$ cat config.mk
export PLATFORM = sky130hd
export DESIGN_NAME = latch_stage_skid
export DESIGN_NICKNAME = d
export VERILOG_FILES = /design/src/rtl/latch_stage_skid.sv
export SDC_FILE = /design/constraint.sdc
export NUM_CORES = 1
export LEC_CHECK = 0
export BUFFER_PORTS_ARGS = -buffer_cell sky130_fd_sc_hd__buf_2
export CAP_MARGIN = 20
export CORE_MARGIN = 2
export CORE_UTILIZATION = 30
export CTS_CLUSTER_SIZE = 28
export DETAILED_ROUTE_END_ITERATION = 6
export PLACE_DENSITY = 0.51
export SETUP_SLACK_MARGIN = 0.2
export SYNTH_ARGS = -nofsm -noshare
export SYNTH_HDL_FRONTEND = slang
export SYNTH_SLANG_ARGS = --single-unit
$ cat constraint.sdc
create_clock -name clk -period 4 [get_ports clk]
set_clock_uncertainty 0.1 [all_clocks]
set_input_delay 0.6 -clock clk [delete_from_list [all_inputs] [get_ports clk]]
set_output_delay 0.6 -clock clk [all_outputs]
set_load 0.02 [all_outputs]
$ cat src/rtl/latch_stage_skid.sv
// Pipeline stage register with a 2-entry skid buffer: control bundle + payload, valid/ready, flush.
// Latency 1 cycle when empty (or one held and draining); in_ready is registered from state only.
module latch_stage_skid #(
  parameter int DATA_W = 32,
  parameter int CTRL_W = 2
) (
  input  logic              clk,
  input  logic              rst,
  input  logic              in_valid,
  output logic              in_ready,
  input  logic [CTRL_W-1:0] in_ctrl,
  input  logic [DATA_W-1:0] in_data,
  input  logic              flush,
  output logic              out_valid,
  input  logic              out_ready,
  output logic [CTRL_W-1:0] out_ctrl,
  output logic [DATA_W-1:0] out_data,
  output logic [1:0]        occupancy
);

  typedef enum logic [1:0] {
    S_EMPTY = 2'd0,
    S_ONE   = 2'd1,
    S_TWO   = 2'd2
  } state_t;

  state_t            r_state;
  state_t            w_state_nxt;
  logic              r_in_ready;
  logic              r_out_valid;
  logic [1:0]        r_occ;
  logic [CTRL_W-1:0] r_main_ctrl;
  logic [DATA_W-1:0] r_main_data;
  logic [CTRL_W-1:0] r_skid_ctrl;
  logic [DATA_W-1:0] r_skid_data;
  logic              w_accept;
  logic              w_consume;

  assign w_accept  = in_valid & r_in_ready;
  assign w_consume = r_out_valid & out_ready;

  always_comb begin
    w_state_nxt = r_state;
    if (flush) begin
      w_state_nxt = S_EMPTY;
    end else begin
      case (r_state)
        S_EMPTY: if (w_accept) w_state_nxt = S_ONE;
        S_ONE: begin
          if (w_accept && !w_consume)      w_state_nxt = S_TWO;
          else if (!w_accept && w_consume) w_state_nxt = S_EMPTY;
        end
        S_TWO:   if (w_consume) w_state_nxt = S_ONE;
        default: w_state_nxt = S_EMPTY;
      endcase
    end
  end

  // Handshake outputs are registered images of the next state, so in_ready never sees out_ready combinationally.
  always_ff @(posedge clk) begin
    if (rst) begin
      r_state     <= S_EMPTY;
      r_in_ready  <= 1'b1;
      r_out_valid <= 1'b0;
      r_occ       <= 2'd0;
      r_main_ctrl <= '0;
      r_main_data <= '0;
      r_skid_ctrl <= '0;
      r_skid_data <= '0;
    end else begin
      r_state     <= w_state_nxt;
      r_in_ready  <= (w_state_nxt != S_TWO);
      r_out_valid <= (w_state_nxt != S_EMPTY);
      r_occ       <= 2'(w_state_nxt);
      if (!flush) begin
        case (r_state)
          S_EMPTY: begin
            if (w_accept) begin
              r_main_ctrl <= in_ctrl;
              r_main_data <= in_data;
            end
          end
          S_ONE: begin
            if (w_accept && w_consume) begin
              r_main_ctrl <= in_ctrl;
              r_main_data <= in_data;
            end else if (w_accept) begin
              r_skid_ctrl <= in_ctrl;
              r_skid_data <= in_data;
            end
          end
          S_TWO: begin
            if (w_consume) begin
              r_main_ctrl <= r_skid_ctrl;
              r_main_data <= r_skid_data;
            end
          end
          default: ;
        endcase
      end
    end
  end

  assign in_ready  = r_in_ready;
  assign out_valid = r_out_valid;
  assign out_ctrl  = r_out_valid ? r_main_ctrl : '0;
  assign out_data  = r_main_data;
  assign occupancy = r_occ;

endmodule

==> out/qor_table.md, run 1 <==
| Item | Value | Unit |
|:---|:---|:---|
| Distinct cells, synth | 31 | - |
| Syn nets | 368 | - |
| Detailed-router iteration count before antenna repair | 4 | - |
| Crit path DAT | 2.35 | ns |
| Number of instances in the synthesized netlist | 329 | - |
| CTS max path bufs | 2 | - |
| Initial standard-cell utilization of the core | 30.5 | % |
| TritonCTS clock tree | yes | - |
| Avg Cell Area, Syn | 9.45 | µm² |
| Type of destination of the critical path | flip-flop | - |
| Number of gates resized after CTS | 0 | - |
| Path category of the worst min-delay check | reg -> reg | - |
| Power Internal | 0.00124 | W |
| Net switching power | 0.000390 | W |
| Max-cap violations | 0 | - |
| Netlist area before placement | 3110 | µm² |
| Number of cell rows | 37 | - |
| Total of hold buffers inserted after clock tree synthesis | 0 | - |
| Upper clock frequency limit | 0.454 | GHz |
| Area Growth Syn to Fin | 21.0 | % |
| Delay contributed by the slowest stage of the critical path | 0.70 | ns |
| Worst Path Class, Setup | reg -> reg | - |
| Post-CTS Repair Setup Buffers | 0 | - |
| Sinks on the clock net | 72 | - |
| Global-route wire length before repair | 12400 | µm |
| Slew margin rel. | 37.6 | % |
| Fin Setup TNS | 0 | ns |
| Cell at the root of the clock tree | sky130_fd_sc_hd__clkbuf_8 | - |
| Overall die height | 106 | µm |
| Mux share of post-synthesis cell area | 10.9 | % |
| Worst voltage drop across the vdd grid | 203 | µV |
| Nature of the critical path startpoint | flip-flop | - |
| WHS Path Cells | 2 | - |
| Endpoints failing hold | 0 | - |
| Drt first-iter violations | 92 | - |
| Count of unresolved DRC violations after routing | 0 | - |
| Post-synthesis share of cell area spent on full adders, half adders and majority gates | 0 | % |
| Share of total power in sequential cells | 47.1 | % |
| Clock buffer count from CTS | 9 | - |
| Filler cell count in the final layout | 1120 | - |
| Power share of the combinational group | 11.5 | % |
| Routability cong. | 0.724 | - |
| Xor/xnor cell area share of the yosys netlist | 0.282 | % |
| Worst-margin pin slew | 0.929 | ns |
| Largest net degree at the start of global routing | 69 | - |
| Fin crit share | 55.0 | % |
| Overflow left after global routing | 0 | - |
| Final HPWL from detailed placement | 4900 | µm |
| Final wirelength | 7670 | µm |
| Source-to-sink clock delay at the later pin of the worst-skew pair | 0.33 | ns |
| CORE AREA | 10200 | µm² |
| Die width | 106 | µm |
| Yosys top cell by area | sky130_fd_sc_hd__dfxtp_1 | - |
| Total number of H-tree levels | 3 | - |
| Number of antenna violations at the first check in global routing | 0 | - |
| Number of flip-flops and latches in the synthesized netlist | 72 | - |
| Setup repair after global routing missed its margin | no | - |
| Maximum net fanout on the critical path | 18 | - |
| Clock power frac | 41.4 | % |
| R2R cell count | 5 | - |
| Total global-route track usage | 14.1 | % |
| Sequential fraction of the synthesis area | 46.3 | % |
| Cell-by-cell listing of the critical path | a21bo_4 -> nor4_4 -> buf_4 -> nand2_1 -> a21oi_1 | - |
| Yosys top cell area share | 46.3 | % |
| Port Buf Inserts | 76 | - |
| Main combinational cell family by area after synthesis | compound AO/OA/AOI/OAI gates | - |
| Number of slew-limit violations in the final report | 0 | - |
| Number of inserted diodes | 0 | - |
| Share of layout cells above drive strength 1 | 27.4 | % |
| Total Power Consumption | 0.00163 | W |
| Average via count per standard cell | 4.93 | - |
| Required time worst endpoint | 4.15 | ns |
| Net total in the final layout | 429 | - |
| Outcome | finished clean | - |
| Net Sw Frac | 23.9 | % |
| Clock transition at the registers of the reported paths | 0.07 | ns |
| Area fraction in compound gates after synthesis | 24.3 | % |
| Total number of vias | 2615 | - |
| Synth Area in Simple Gates | 11.4 | % |
| I/O pin total | 77 | - |
| Antenna viol nets, final | 0 | - |
| Vias in the first global route | 2388 | - |
| Wire length per cell after detailed routing | 14.5 | µm |
| Count of endpoints failing setup in the final report | 0 | - |
| Post-route minimum period | 2.20 | ns |
| Standard cell with the maximum stage delay on the critical path | sky130_fd_sc_hd__nor4_4 | - |
| Die Footprint | 11200 | µm² |
| Ys Warns | 0 | - |
| Hold slack final | 0.355 | ns |
| Total power divided by cell area | 433 | nW/µm² |
| Top cells by area, synth | sky130_fd_sc_hd__dfxtp_1, sky130_fd_sc_hd__mux2i_1, sky130_fd_sc_hd__o311a_1 | - |
| Static Leak | 1.80 | nW |
Yosys cell counts:
cell / instances
sky130_fd_sc_hd__nand3b_4: 1
sky130_fd_sc_hd__nand2_1: 66
sky130_fd_sc_hd__nand2_2: 4
sky130_fd_sc_hd__a21bo_4: 1
sky130_fd_sc_hd__a211oi_1: 1
sky130_fd_sc_hd__buf_2: 7
sky130_fd_sc_hd__a21o_1: 1
sky130_fd_sc_hd__buf_6: 3
sky130_fd_sc_hd__and2_1: 2
sky130_fd_sc_hd__o21a_1: 1
sky130_fd_sc_hd__o311a_1: 34
sky130_fd_sc_hd__nor3_2: 1
sky130_fd_sc_hd__nand2b_1: 1
sky130_fd_sc_hd__clkbuf_1: 13
sky130_fd_sc_hd__a211oi_2: 1
sky130_fd_sc_hd__o21ai_0: 30
sky130_fd_sc_hd__clkbuf_2: 1
sky130_fd_sc_hd__o22a_1: 1
sky130_fd_sc_hd__nor4_4: 1
sky130_fd_sc_hd__inv_1: 2
sky130_fd_sc_hd__or4_1: 1
sky130_fd_sc_hd__xnor2_1: 1
sky130_fd_sc_hd__dfxtp_1: 72
sky130_fd_sc_hd__a2111oi_2: 1
sky130_fd_sc_hd__buf_4: 6
sky130_fd_sc_hd__buf_8: 2
sky130_fd_sc_hd__mux2i_1: 34
sky130_fd_sc_hd__clkinv_1: 1
sky130_fd_sc_hd__a21oi_1: 34
sky130_fd_sc_hd__nor3_1: 1
sky130_fd_sc_hd__o21ai_1: 4
power groups by stage:
stage | Clock, W | Combinational, W | Sequential, W
after global placement | 0 | 0.000189 | 0.000785
after global routing | 0.000735 | 0.000206 | 0.000772
after CTS | 0.000696 | 0.000191 | 0.000768
final | 0.000675 | 0.000188 | 0.000768
after detailed placement | 0 | 0.000190 | 0.000785
after floorplan | 0 | 0.0000870 | 0.000816
final timing paths:
kind                            slack (ns)           start               to
worst min register to register        0.36  r_skid_ctrl[1]   r_skid_ctrl[1]
worst max register to register        1.80    occupancy[0]  r_skid_data[19]
worst min-delay path                  0.36  r_skid_ctrl[1]   r_skid_ctrl[1]
worst max-delay path                  1.80    occupancy[0]  r_skid_data[19]
critical path, delay by kind of cell (launching register included):
kind | cells | cell delay, ns
AOI/OAI and AO/OA | 2 | 0.40
DFF | 1 | 0.44
buffers and inverters | 1 | 0.38
and+or+nand+nor | 2 | 0.78
final cells by class:
class	instances	area (µm²)	share of cell area [%]
clock buffer	13	179	4.75
clock inverter	2	60.1	1.60
inverter	3	11.3	0.299
multi-input combinational	222	1480	39.2
sequential	72	1440	38.3
tap	136	170	4.52
timing repair buffer	82	425	11.3
sequential cells by signal, indices dropped and copies added, names as in the netlist:
signal       count
r_skid_ctrl      2
out_data        32
out_valid        1
occupancy        2
in_ready         1
r_skid_data     32
r_main_ctrl      2
metal layers:
layer	share of wire, %	global-route usage [%]	routed length (µm)
met5	0	0	0
met4	0.82	3.38	63
met3	5.5	4.70	419
met2	45	21.7	3490
met1	48	19.1	3700
per-stage QoR:
stage	util (%)	cell area [µm²]	worst slack, ns	cells
floorplan	-	3110	2.16	329
global placement	34.6	3520	1.56	515
detailed placement	34.6	3520	1.52	515
CTS	37.0	3760	1.74	530
global route	37.0	3760	1.55	530
finish	37.0	3760	1.80	530
placed cells by master (no fill, tap or decap), types with 6 or more instances in the layout:
master                     count
sky130_fd_sc_hd__a21oi_1      34
sky130_fd_sc_hd__o311a_1      34
sky130_fd_sc_hd__clkbuf_8     13
sky130_fd_sc_hd__buf_4         6
sky130_fd_sc_hd__nand2_1      66
sky130_fd_sc_hd__buf_2        76
sky130_fd_sc_hd__dfxtp_1      72
sky130_fd_sc_hd__mux2i_1      34
sky130_fd_sc_hd__o21ai_0      30
cell families (layout without fill, tap and decap cells):
| kind of cell | Yosys count | count (layout) |
|---|---|---|
| AOI/OAI and AO/OA | 109 | 109 |
| and+or+nand+nor | 78 | 78 |
| DFF | 72 | 72 |
| buffers and inverters | 35 | 100 |
| muxes | 34 | 34 |
| xor gates and xnor gates | 1 | 1 |
Power figures use the tool's default switching activity.
==> run 2: changes to the inputs <==
==> constraint.sdc (replaced) <==
create_clock -name clk -period 2.1 [get_ports clk]
set_clock_uncertainty 0.1 [all_clocks]
set_input_delay 0.315 -clock clk [delete_from_list [all_inputs] [get_ports clk]]
set_output_delay 0.315 -clock clk [all_outputs]
set_load 0.02 [all_outputs]
==> run 2 against run 1 <==
Largest cell class unchanged. Non-clock buffer count grew 5. Largest power group unchanged. Final area increased by 0.90%. Flip-flop and latch count is the same. Core utilization rose by 0.33 points. Count of clock-buffer cells in the layout is 4 lower. Hold slack got worse by 0.24 ns. Register-to-register slack lost 1.5 ns. Via count about the same.
==> out/qor_table.md, run 2 (synthesis gave the netlist of run 1 again) <==
| Item | Value | Unit |
|:---|:---|:---|
| Outcome | finished clean | - |
| Die Footprint | 11200 | µm² |
| Clock transition at the registers of the reported paths | 0.08 | ns |
| Worst-margin pin slew | 0.579 | ns |
| Antenna viol nets, final | 0 | - |
| Global-route wire length before repair | 12800 | µm |
| Final wirelength | 7780 | µm |
| Fin crit share | 84.5 | % |
| Total of hold buffers inserted after clock tree synthesis | 0 | - |
| Net total in the final layout | 434 | - |
| Area Growth Syn to Fin | 22.1 | % |
| Overall die height | 106 | µm |
| Drt first-iter violations | 116 | - |
| Port Buf Inserts | 76 | - |
| Number of inserted diodes | 0 | - |
| Final HPWL from detailed placement | 5250 | µm |
| Clock buffer count from CTS | 9 | - |
| Setup repair after global routing missed its margin | no | - |
| Post-route minimum period | 1.77 | ns |
| Commonest non-fill, non-tap cells in the layout | sky130_fd_sc_hd__buf_2, sky130_fd_sc_hd__dfxtp_1, sky130_fd_sc_hd__nand2_1 | - |
| Count of endpoints failing setup in the final report | 0 | - |
| Maximum net fanout on the critical path | 68 | - |
| Worst Path Class, Setup | reg -> reg | - |
| Vias in the first global route | 2514 | - |
| Initial standard-cell utilization of the core | 30.5 | % |
| Total number of vias | 2613 | - |
| Upper clock frequency limit | 0.564 | GHz |
| Type of destination of the critical path | flip-flop | - |
| Worst Setup Slack post-DPL | 0.292 | ns |
| Path category of the worst min-delay check | in -> reg | - |
| Max-cap violations | 0 | - |
| Worst voltage drop across the vdd grid | 276 | µV |
| Endpoints failing hold | 0 | - |
| Share of layout cells above drive strength 1 | 28.6 | % |
| Cell at the root of the clock tree | sky130_fd_sc_hd__clkbuf_8 | - |
| Die width | 106 | µm |
| Overflow left after global routing | 0 | - |
| Average via count per standard cell | 4.88 | - |
| Source-to-sink clock delay at the later pin of the worst-skew pair | 0.34 | ns |
| Required time worst endpoint | 2.24 | ns |
| Routability cong. | 0.716 | - |
| Crit path DAT | 1.91 | ns |
| Total number of H-tree levels | 3 | - |
| CTS max path bufs | 2 | - |
| Sinks on the clock net | 72 | - |
| Total power divided by cell area | 793 | nW/µm² |
| Nature of the critical path startpoint | flip-flop | - |
| TritonCTS clock tree | yes | - |
| Total Power Consumption | 0.00301 | W |
| Number of antenna violations at the first check in global routing | 2 | - |
| Slew margin rel. | 61.2 | % |
| Number of slew-limit violations in the final report | 0 | - |
| I/O pin total | 77 | - |
| Setup slack of the critical path after layout | 0.325 | ns |
| Wire length per cell after detailed routing | 14.5 | µm |
| Fin Setup TNS | 0 | ns |
| Largest net degree at the start of global routing | 69 | - |
| CORE AREA | 10200 | µm² |
| Count of unresolved DRC violations after routing | 0 | - |
| Detailed-router iteration count before antenna repair | 4 | - |
| Total global-route track usage | 14.5 | % |
| Number of cell rows | 37 | - |
| Filler cell count in the final layout | 1077 | - |
| Static Leak | 1.81 | nW |
| Most common cell after layout, fill and taps aside | sky130_fd_sc_hd__buf_2 | - |
## run 2: timing repair
action / in CTS / in global routing
gates resized for setup: 0 / 1
setup endpoints to repair: 0 / 2
setup buffers: 0 / 0
## run 2: worst paths after layout
| check | startpoint | end | slack (ns) | depth (start not counted) |
|---|---|---|---|---|
| setup / recovery | occupancy[1] | out_data[25] | 0.33 | 5 |
| setup reg to reg | occupancy[1] | out_data[25] | 0.33 | 5 |
| hold / removal | out_ready | occupancy[1] | 0.12 | 2 |
| hold reg to reg | r_skid_data[2] | r_skid_data[2] | 0.35 | 2 |
## run 2: metrics by stage
stage	hold WS, ns	util, %	cells	cell area (µm²)
3_3_place_gp	0.341	35.2	520	3590
2_1_floorplan	0.290	-	329	3110
5_1_grt	0.105	37.3	535	3800
3_5_place_dp	0.347	35.2	520	3590
6_report	0.118	37.3	535	3800
4_1_cts	0.0995	37.3	535	3800
## run 2: layout make-up
cell class	count	area (µm²)	area share [%]
Clock buffer	9	124	3.26
Inverter	3	11.3	0.297
Sequential cell	72	1440	38.0
Timing Repair Buffer	87	488	12.9
Clock inverter	6	85.1	2.24
Tap cell	136	170	4.48
Multi-Input combinational cell	222	1480	38.9
## run 2: power breakdown
part           leakage, nW  internal [W]  switching, W
registers            0.588       0.00143     0.0000351
logic                 1.12      0.000151      0.000215
clock network        0.101      0.000658      0.000523
total                 1.81       0.00224      0.000773
## run 2: layer usage
metal  track usage (%)  part of all wire (%)  vias up
met2              22.3                    45       59
li1                  -                     -     1319
met4              6.77                   2.0        2
met3              3.34                   4.0       13
met1              19.4                    49     1220
met5                 0                  0.21        -
## run 2: worst max-delay path, stage by stage, from the launching register on
cell and delay [ns]:
sky130_fd_sc_hd__dfxtp_1 0.39, sky130_fd_sc_hd__nand3b_4 0.23, sky130_fd_sc_hd__a211oi_4 0.29, sky130_fd_sc_hd__buf_12 0.28
sky130_fd_sc_hd__o21ai_0 0.18, sky130_fd_sc_hd__o311a_1 0.15
